$ cat src/rtl/pdm_decimator.sv
// ============================================================================
//  Module      : pdm_decimator
//  Description : 3rd-order CIC decimator turning a 1-bit PDM stream into
//                unsigned 16-bit PCM, one output per 2**LOG2_R input bits.
//  Revision    : 1.0 - initial release
// ============================================================================
`default_nettype none

module pdm_decimator #(
    parameter int LOG2_R = 6
) (
    input  logic        clk,
    input  logic        rst,
    input  logic        en,
    input  logic        din,
    output logic [15:0] pcm,
    output logic        pcm_valid,
    output logic        settled
);

    localparam int ACC_W = 3 * LOG2_R + 1;

    localparam logic [LOG2_R-1:0] c_CNT_MAX = '1;
    localparam logic [ACC_W-1:0]  c_FULL    = {1'b1, {(3 * LOG2_R){1'b0}}};

    logic [ACC_W-1:0]  r_i1;
    logic [ACC_W-1:0]  r_i2;
    logic [ACC_W-1:0]  r_i3;
    logic [ACC_W-1:0]  r_i3_d;
    logic [ACC_W-1:0]  r_c1_d;
    logic [ACC_W-1:0]  r_c2_d;
    logic [LOG2_R-1:0] r_cnt;
    logic              r_tick_d;
    logic [15:0]       r_pcm;
    logic              r_pcm_valid;
    logic [2:0]        r_vcnt;

    logic              w_tick;
    logic [ACC_W-1:0]  w_c1;
    logic [ACC_W-1:0]  w_c2;
    logic [ACC_W-1:0]  w_c3;
    logic [ACC_W-1:0]  w_sat;
    logic              w_unused_bits;

    assign w_tick = en && (r_cnt == c_CNT_MAX);

    // Comb chain is fully combinational; only the delay taps are registered.
    assign w_c1  = r_i3 - r_i3_d;
    assign w_c2  = w_c1 - r_c1_d;
    assign w_c3  = w_c2 - r_c2_d;
    assign w_sat = (w_c3 == c_FULL) ? (c_FULL - 1'b1) : w_c3;

    assign w_unused_bits = ^{w_sat[ACC_W-1], w_sat[ACC_W-18:0]};

    always_ff @(posedge clk or negedge rst) begin
        if (!rst) begin
            r_i1  <= '0;
            r_i2  <= '0;
            r_i3  <= '0;
            r_cnt <= '0;
        end else if (en) begin
            r_i1  <= r_i1 + {{(ACC_W-1){1'b0}}, din};
            r_i2  <= r_i2 + r_i1;
            r_i3  <= r_i3 + r_i2;
            r_cnt <= r_cnt + 1'b1;
        end
    end

    // The comb update runs the clock after a tick, independent of en.
    always_ff @(posedge clk or negedge rst) begin
        if (!rst) begin
            r_tick_d    <= 1'b0;
            r_i3_d      <= '0;
            r_c1_d      <= '0;
            r_c2_d      <= '0;
            r_pcm       <= 16'h0000;
            r_pcm_valid <= 1'b0;
        end else begin
            r_tick_d    <= w_tick;
            r_pcm_valid <= r_tick_d;
            if (r_tick_d) begin
                r_i3_d <= r_i3;
                r_c1_d <= w_c1;
                r_c2_d <= w_c2;
                r_pcm  <= w_sat[ACC_W-2 -: 16];
            end
        end
    end

    always_ff @(posedge clk or negedge rst) begin
        if (!rst) begin
            r_vcnt <= 3'd0;
        end else if (r_tick_d && (r_vcnt != 3'd7)) begin
            r_vcnt <= r_vcnt + 3'd1;
        end
    end

    assign pcm       = r_pcm;
    assign pcm_valid = r_pcm_valid;
    assign settled   = r_vcnt[2];

endmodule

`default_nettype wire

$ cat config.mk
export PLATFORM = sky130hd
export DESIGN_NAME = pdm_decimator
export DESIGN_NICKNAME = d
export VERILOG_FILES = /design/src/rtl/pdm_decimator.sv
export SDC_FILE = /design/constraint.sdc
export NUM_CORES = 1
export LEC_CHECK = 0
export ABC_CLOCK_PERIOD_IN_PS = 7200
export BUFFER_PORTS_ARGS = -buffer_cell sky130_fd_sc_hd__buf_2
export CAP_MARGIN = 15
export CORE_UTILIZATION = 50
export CTS_CLUSTER_DIAMETER = 40
export DETAILED_ROUTE_END_ITERATION = 10
export PLACE_DENSITY = 0.75
export SYNTH_ARGS = -nofsm -noshare
export SYNTH_HDL_FRONTEND = slang
export SYNTH_SLANG_ARGS = --single-unit
export TNS_END_PERCENT = 20
$ cat constraint.sdc
create_clock -name clk -period 7.2 [get_ports clk]
set_clock_uncertainty 0.1 [all_clocks]
set_input_delay 0.36 -clock clk [delete_from_list [all_inputs] [get_ports clk]]
set_output_delay 0.36 -clock clk [all_outputs]
set_load 0.1 [all_outputs]
==> metrics.md, run 1 <==
| Metric | Value |
|---|---|
| Count of pins over their slew limit | 0 |
| Initial antenna violation count | 0 |
| Post-route DRC violation count | 0 |
| Core area | around 18000 um2 |
| CTS HTree Levels | 4 |
| Yosys Warn Count | 0 |
| Deepest clock path buffer count | 2 |
| Clock-pin slew on the worst setup and hold paths | 50 ps |
| First-pass GRT wire length | slightly below 30000 um |
| Setup TNS | 0 ps |
| Critical setup path kind | reg2reg |
| Vias in the first global route | 6697 |
| Setup WS pre-CTS | approximately 1300 ps |
| Max Fanout on Critical Path | 16 |
| Filler cells | 1584 |
| CTS Root Cell | clkbuf_16 |
| Total die area | between 15000 and 20000 um2 |
| Min setup slack post-route | 1305 ps |
| Maximum number of pins on one net before global-route repair | 92 |
| Fin crit period | 5895 ps |
| Mapped Cells | 1003 |
| Post-CTS sizing | 0 |
| Final hold vios | 0 |
| Max_slew headroom | 37.34% |
| Drt first-iter violations | ~420 |
| RSZ-0062 raised after global routing | false |
| Setup crit start kind | register |
| Synth cell count leaders | 141 x dfrtp_1, 95 x ha_1, 91 x nand2_1, 87 x inv_1, 79 x o21ai_0 |
| Die Wd | between 100 and 150 um |
| Sequential-to-total area share from yosys stat | 37.42% |
| Post-CTS setup buffer count | 0 |
| Via count | 6893 |
| Min-Delay Path Class | in2reg |
| PortBufs | 21 |
| Nets@finish | between 1000 and 1500 |
| CP max stage cell | o2111ai_4 |
| Syn Nets | 1106 |
| Max Cap Viol | 0 |
| CTS Buf Count | 17 |
| Avg Synthesized Cell Area | 9.402 um2 |
| Die height | 139.3 um |
| Yosys cell types | 69 |
| WP buf/inv | 1 |
| Overflow after GRT | 0 |
| Worst-Skew Late Latency | 420 ps |
| Largest delay share family, worst path | compound AO/OA/AOI/OAI gates |
| Arrival time of the worst setup path | 6050 ps |
| Synth top area cells | dfrtp_1 37%, ha_1 13%, xnor2_1 6.5% |
| CTS tree | yes |
| Fin area | 10360 um2 |
| Synth Register Bits | 141 |
| Top cell type by total area after synthesis | dfrtp_1 |
| Final ANT Viol Nets | 0 |
| Antenna diodes | 0 |
| Status | finished, final reports clean |
| Area grow syn2layout | 9.898% |
| Routed len/inst | 13.18 um |
| # IOs | 22 |
| Worst path max stage delay | 460 ps |
| Layout cell share with drive strength beyond 1 | 10.90% |
| Critical Path RT | 7350 ps |
| Core Rows | between 40 and 50 |
| Total GRT Usage | 18.51% |
| EDFF count, synth | 0 |
| Top FF cell, synth | dfrtp_1 |
| TritonRoute pass-1 iters | 5 |
| Hold buffers post-CTS | 1 |
| Drt via density | 5.445 |
| DP Area | 9768 um2 |
| Initial Util | 51.79% |
| DP HPWL | around 12000 um |
| Max Freq | 0.1696 GHz |
| Final setup viols | 0 |
| Gpl congestion | 0.8559 |
| CTS Sinks | 141 |
| CP Capture Type | register |
| Most common cell in the netlist | dfrtp_1 |
| Worst-Margin Slew | between 900 and 1000 ps |
| Final wirelength | 16690 um |
| Final clock period utilization by the worst path | about four fifths |
| Post-synth top area share | 37.42% |
| Async SR Flop Fraction | 100.0% |
| Synth Cell Area | 9430 um2 |
[registers in the layout, summed over array words and instances (netlist names)]
name	count
pcm	16
pcm_valid	1
r_c1_d	19
r_c2_d	19
r_cnt	6
r_i1	19
r_i2	19
r_i3	19
r_i3_d	19
r_tick_d	1
r_vcnt	3
[cell usage in the layout, fill, tap and decap left out, types with 5 or more instances in the layout]
cell type and n:
a31oi_1 14, a31oi_2 6, ha_1 95, nand2b_1 9
nand4_1 9, a21oi_1 46, clkbuf_1 6, nor2_1 76
xnor2_1 70, nor2b_1 11, o21ai_0 79, buf_2 20
a21o_1 18, o21a_1 16, or3_1 5, and3_1 9
o21bai_1 6, a211oi_1 6, dfrtp_1 140, mux2_2 36
clkbuf_16 17, nor3_1 22, inv_1 87, nand2_1 91
nand3_1 26, a21boi_0 7, xor2_1 21, o31ai_1 8
o211ai_1 5
[tightest hold or removal path, delay by kind of cell]
kind	cells	cell delay [ps]
muxes	1	130
adders and majority gates	1	120
buffers and inverters	1	80
[cell families after synthesis]
| logic type | count (synthesis) | share of synthesized area (%) |
|---|---|---|
| flip-flops | 141 | 37.42 |
| XOR/XNOR | 94 | 9.142 |
| AO/OA/AOI/OAI | 246 | 17.39 |
| multiplexers | 39 | 4.617 |
| adder cells (fa/ha/maj) | 99 | 13.45 |
| buffers and inverters | 111 | 4.498 |
| AND/OR/NAND/NOR | 273 | 13.48 |
[per-layer routing]
metal	GRT usage, %	vias to the layer above	part of all wire (%)
li1	-	3564	-
met1	23.24	3228	48
met2	31.95	87	49
met3	3.407	14	2.4
met4	6.374	0	1.0
met5	0	-	0
[through the flow]
stage          cells  hold slack, ps  util (%)
2_1_floorplan   1003          -35.59         -
3_3_place_gp    1234           296.2     53.65
4_1_cts         1266           187.2     56.92
5_1_grt         1266           228.4     56.92
3_5_place_dp    1234           301.7     53.65
6_report        1266           198.0     56.92
[worst paths after layout]
path                                       from                    end  slack, ps  depth (start not counted)
max in group asynchronous                   rst     r_tick_d$_DFF_PN0_       5130                          3
max                         r_i3[1]$_DFFE_PN0P_     pcm[1]$_DFFE_PN0P_       1310                         27
min reg2reg                r_cnt[5]$_DFFE_PN0P_   r_cnt[5]$_DFFE_PN0P_        370                          1
min in group asynchronous                   rst  r_c2_d[2]$_DFFE_PN0P_        400                          2
max reg2reg                 r_i3[1]$_DFFE_PN0P_     pcm[1]$_DFFE_PN0P_       1310                         27
min                                         din    r_i1[0]$_DFFE_PN0P_        200                          3
[cell type report]
cell class	count	area, um2	share of cell area (%)
Multi-Input combinational cell	751	5478	52.86
Timing Repair Buffer	26	151.4	1.461
Tap cell	229	286.5	2.765
Sequential cell	141	3532	34.08
Inverter	88	330.3	3.187
Clock inverter	6	110.1	1.062
Clock buffer	25	475.5	4.588
Power of run 1 is left out: the tool's default activity adds up to more than one toggle a clock period on the data nets, which glitch-free logic cannot reach.
==> run 2, diff against run 1 <==
--- a/config.mk
+++ b/config.mk
@@ -5,7 +5,8 @@
 export SDC_FILE = /design/constraint.sdc
 export NUM_CORES = 1
 export LEC_CHECK = 0
-export ABC_CLOCK_PERIOD_IN_PS = 7200
+export ABC_AREA = 1
+export ABC_CLOCK_PERIOD_IN_PS = 5930
 export BUFFER_PORTS_ARGS = -buffer_cell sky130_fd_sc_hd__buf_2
 export CAP_MARGIN = 15
 export CORE_UTILIZATION = 50
==> constraint.sdc (replaced) <==
create_clock -name clk -period 5.93 [get_ports clk]
set_clock_uncertainty 0.1 [all_clocks]
set_input_delay 0.2965 -clock clk [delete_from_list [all_inputs] [get_ports clk]]
set_output_delay 0.2965 -clock clk [all_outputs]
set_load 0.1 [all_outputs]
==> run 2 against run 1 <==
Net effect:
- via count rose by 26%
- register-to-register slack worse by 760 ps
- wire length rose by 39%
- utilization is 0.32 points lower
- worst hold slack worse by 96 ps
- synthesized area increased by 6.8%
- critical path depth is 4 higher
- die area increased by 6.7%
- largest cell class unchanged
==> metrics.md, run 2 <==
| Metric | Value |
|---|---|
| Most common cell in the netlist | nand2_1 |
| TritonRoute pass-1 iters | 5 |
| Critical Path RT | 6200 ps |
| CTS Root Cell | clkbuf_16 |
| Synth Cell Area | 10070 um2 |
| Initial antenna violation count | 0 |
| Final wirelength | roughly 23000 um |
| Top FF cell, synth | dfrtp_1 |
| Sequential-to-total area share from yosys stat | about a third |
| Synth cell count leaders | 311 x nand2_1, 171 x inv_1, 141 x dfrtp_1, 119 x o21ai_0 |
| Synth Register Bits | 141 |
| Post-route DRC violation count | 0 |
| Setup TNS | 0 ps |
| Die height | roughly 140 um |
| Count of pins over their slew limit | 0 |
| Top cell type by total area after synthesis | dfrtp_1 |
| Die Wd | approximately 140 um |
| RSZ-0062 raised after global routing | false |
| Deepest clock path buffer count | 2 |
| Overflow after GRT | 0 |
| First-pass GRT wire length | 39590 um |
| Setup crit start kind | register |
| Vias in the first global route | 8482 |
| DP HPWL | approximately 17000 um |
| Core Rows | just over 50 |
| Worst path max stage delay | 430 ps |
| Yosys Warn Count | 0 |
| Worst-Margin Slew | 861.5 ps |
| Nets@finish | 1441 |
| Routed len/inst | 14.38 um |
| Most frequent cells in the layout | 311 x nand2_1, 171 x inv_1, 140 x dfrtp_1 |
| Final clock period utilization by the worst path | between 90% and 100% |
| Max_slew headroom | 42.57% |
| # IOs | 22 |
| Drt via density | around 5.4 |
| Final ANT Viol Nets | 0 |
| R2R Setup Slk | 540 ps |
| Post-CTS setup buffer count | 0 |
| Critical setup path kind | reg2reg |
| Area grow syn2layout | 10.13% |
| CTS tree | yes |
| Total die area | 20710 um2 |
| Max Freq | 0.1857 GHz |
| Clock-pin slew on the worst setup and hold paths | 70 ps |
| PortBufs | 21 |
| Max Cap Viol | 0 |
| CP Capture Type | register |
| Worst R2R Start | r_i3[0]$_DFFE_PN0P_ |
| CTS HTree Levels | 4 |
| Total GRT Usage | 24.19% |
| Fin crit period | around 5400 ps |
| Async SR Flop Fraction | 100.0% |
| Layout cell share with drive strength beyond 1 | 6.736% |
| Final hold vios | 0 |
| Synth top area cells | dfrtp_1 35%, ha_1 12%, nand2_1 12% |
| EDFF count, synth | 0 |
| Via count | roughly 8700 |
| Fin util | approximately 57% |
| Core area | 19590 um2 |
| Antenna diodes | 0 |
| Worst-Skew Late Latency | 440 ps |
| Drt first-iter violations | between 500 and 600 |
| Gpl congestion | 0.8827 |
| Yosys cell types | 46 |
| CTS Buf Count | 17 |
| Mapped Cells | around 1300 |
| Arrival time of the worst setup path | 5650 ps |
| CP max stage cell | fa_1 |
| Post-synth top area share | 35.05% |
| Commonest non-fill, non-tap cell in the layout | nand2_1 |
| Status | finished, final reports clean |
| Syn Nets | 1422 |
| Hold_sp | din |
| Avg Synthesized Cell Area | 7.632 um2 |
| Final setup viols | 0 |
| Crit. Startpoint | r_i3[0]$_DFFE_PN0P_ |
| CTS Sinks | 141 |
| Initial Util | 51.39% |
| Maximum number of pins on one net before global-route repair | slightly above 90 |
| Max Fanout on Critical Path | 16 |
| Min-Delay Path Class | in2reg |
[run 2: cell types whose count changed in the layout (fill, tap and decap cells not counted), moves of 11 or more]
cell	delta
nand2_1	+220
inv_1	+84
a21oi_1	+49
xnor2_1	-44
o21ai_0	+39
xor2_1	+38
mux2_2	-34
nand3_1	+33
o21a_1	-15
a21o_1	-13
a21oi_2	+12
nor2b_1	-11
[run 2: worst max-delay path: cells and delay by family, from the launching register on]
family	cells	cell delay [ps]
buffers and inverters	2	130
xor gates and xnor gates	2	400
AOI/OAI and AO/OA	6	1150
and+or+nand+nor	17	1840
DFF	1	350
adders and majority gates	4	1320
[run 2: layout make-up]
| cell class | instances | area, um2 |
|---|---|---|
| Inverter | 172 | 645.6 |
| Clock buffer | 19 | 432.9 |
| Sequential cell | 141 | 3530 |
| Fill cell | 1805 | 8503 |
| Timing Repair Buffer | 26 | 151.4 |
| Clock inverter | 13 | 201.4 |
| Multi-Input combinational cell | 980 | 5794 |
| Tap cell | 265 | 331.6 |
[run 2: worst paths after layout]
path	to	depth (start not counted)
setup / recovery	pcm[1]$_DFFE_PN0P_	31
hold / removal	r_i1[0]$_DFFE_PN0P_	4
setup reg to reg	pcm[1]$_DFFE_PN0P_	31
hold reg to reg	r_c1_d[15]$_DFFE_PN0P_	2
max in group asynchronous	r_tick_d$_DFF_PN0_	3
min in group asynchronous	r_c2_d[3]$_DFFE_PN0P_	2
[run 2: timing repair]
item,in CTS,in global routing
hold buffers,1,0
endpoints found under the setup margin,0,16
hold endpoints to repair,89,0
resized for setup,0,2
[run 2: stage by stage]
step	hold WS [ps]	setup slack (ps)	std cells	instance area, um2
6_report	101.5	544.3	1616	11090
5_1_grt	108.8	23.75	1616	11090
4_1_cts	97.44	347.7	1616	11080
3_5_place_dp	356.7	386.4	1583	10440
3_3_place_gp	345.5	643.6	1583	10440
2_1_floorplan	-99.09	1146	1319	10070
[run 2: layer usage]
layer  part of all wire, %  up-vias  global-route usage [%]
met1                    47     4090                   31.08
met5                     0        -                       0
met3                   3.0       49                   4.265
met2                    48      154                   40.22
li1                      -     4392                       -
met4                   2.6        0                   9.630
[run 2: kinds of logic (layout without fill, tap and decap cells)]
kind of cell / Yosys count / in the layout / synth area share, %
buf+inv: 198 / 230 / 7.470
mux: 2 / 2 / 0.2237
simple gates: 517 / 517 / 21.94
fa+ha+maj: 99 / 99 / 12.60
compound gates: 276 / 276 / 15.16
xor+xnor: 86 / 86 / 7.557
flops: 141 / 141 / 35.05
Power of run 2 is left out for the same reason.
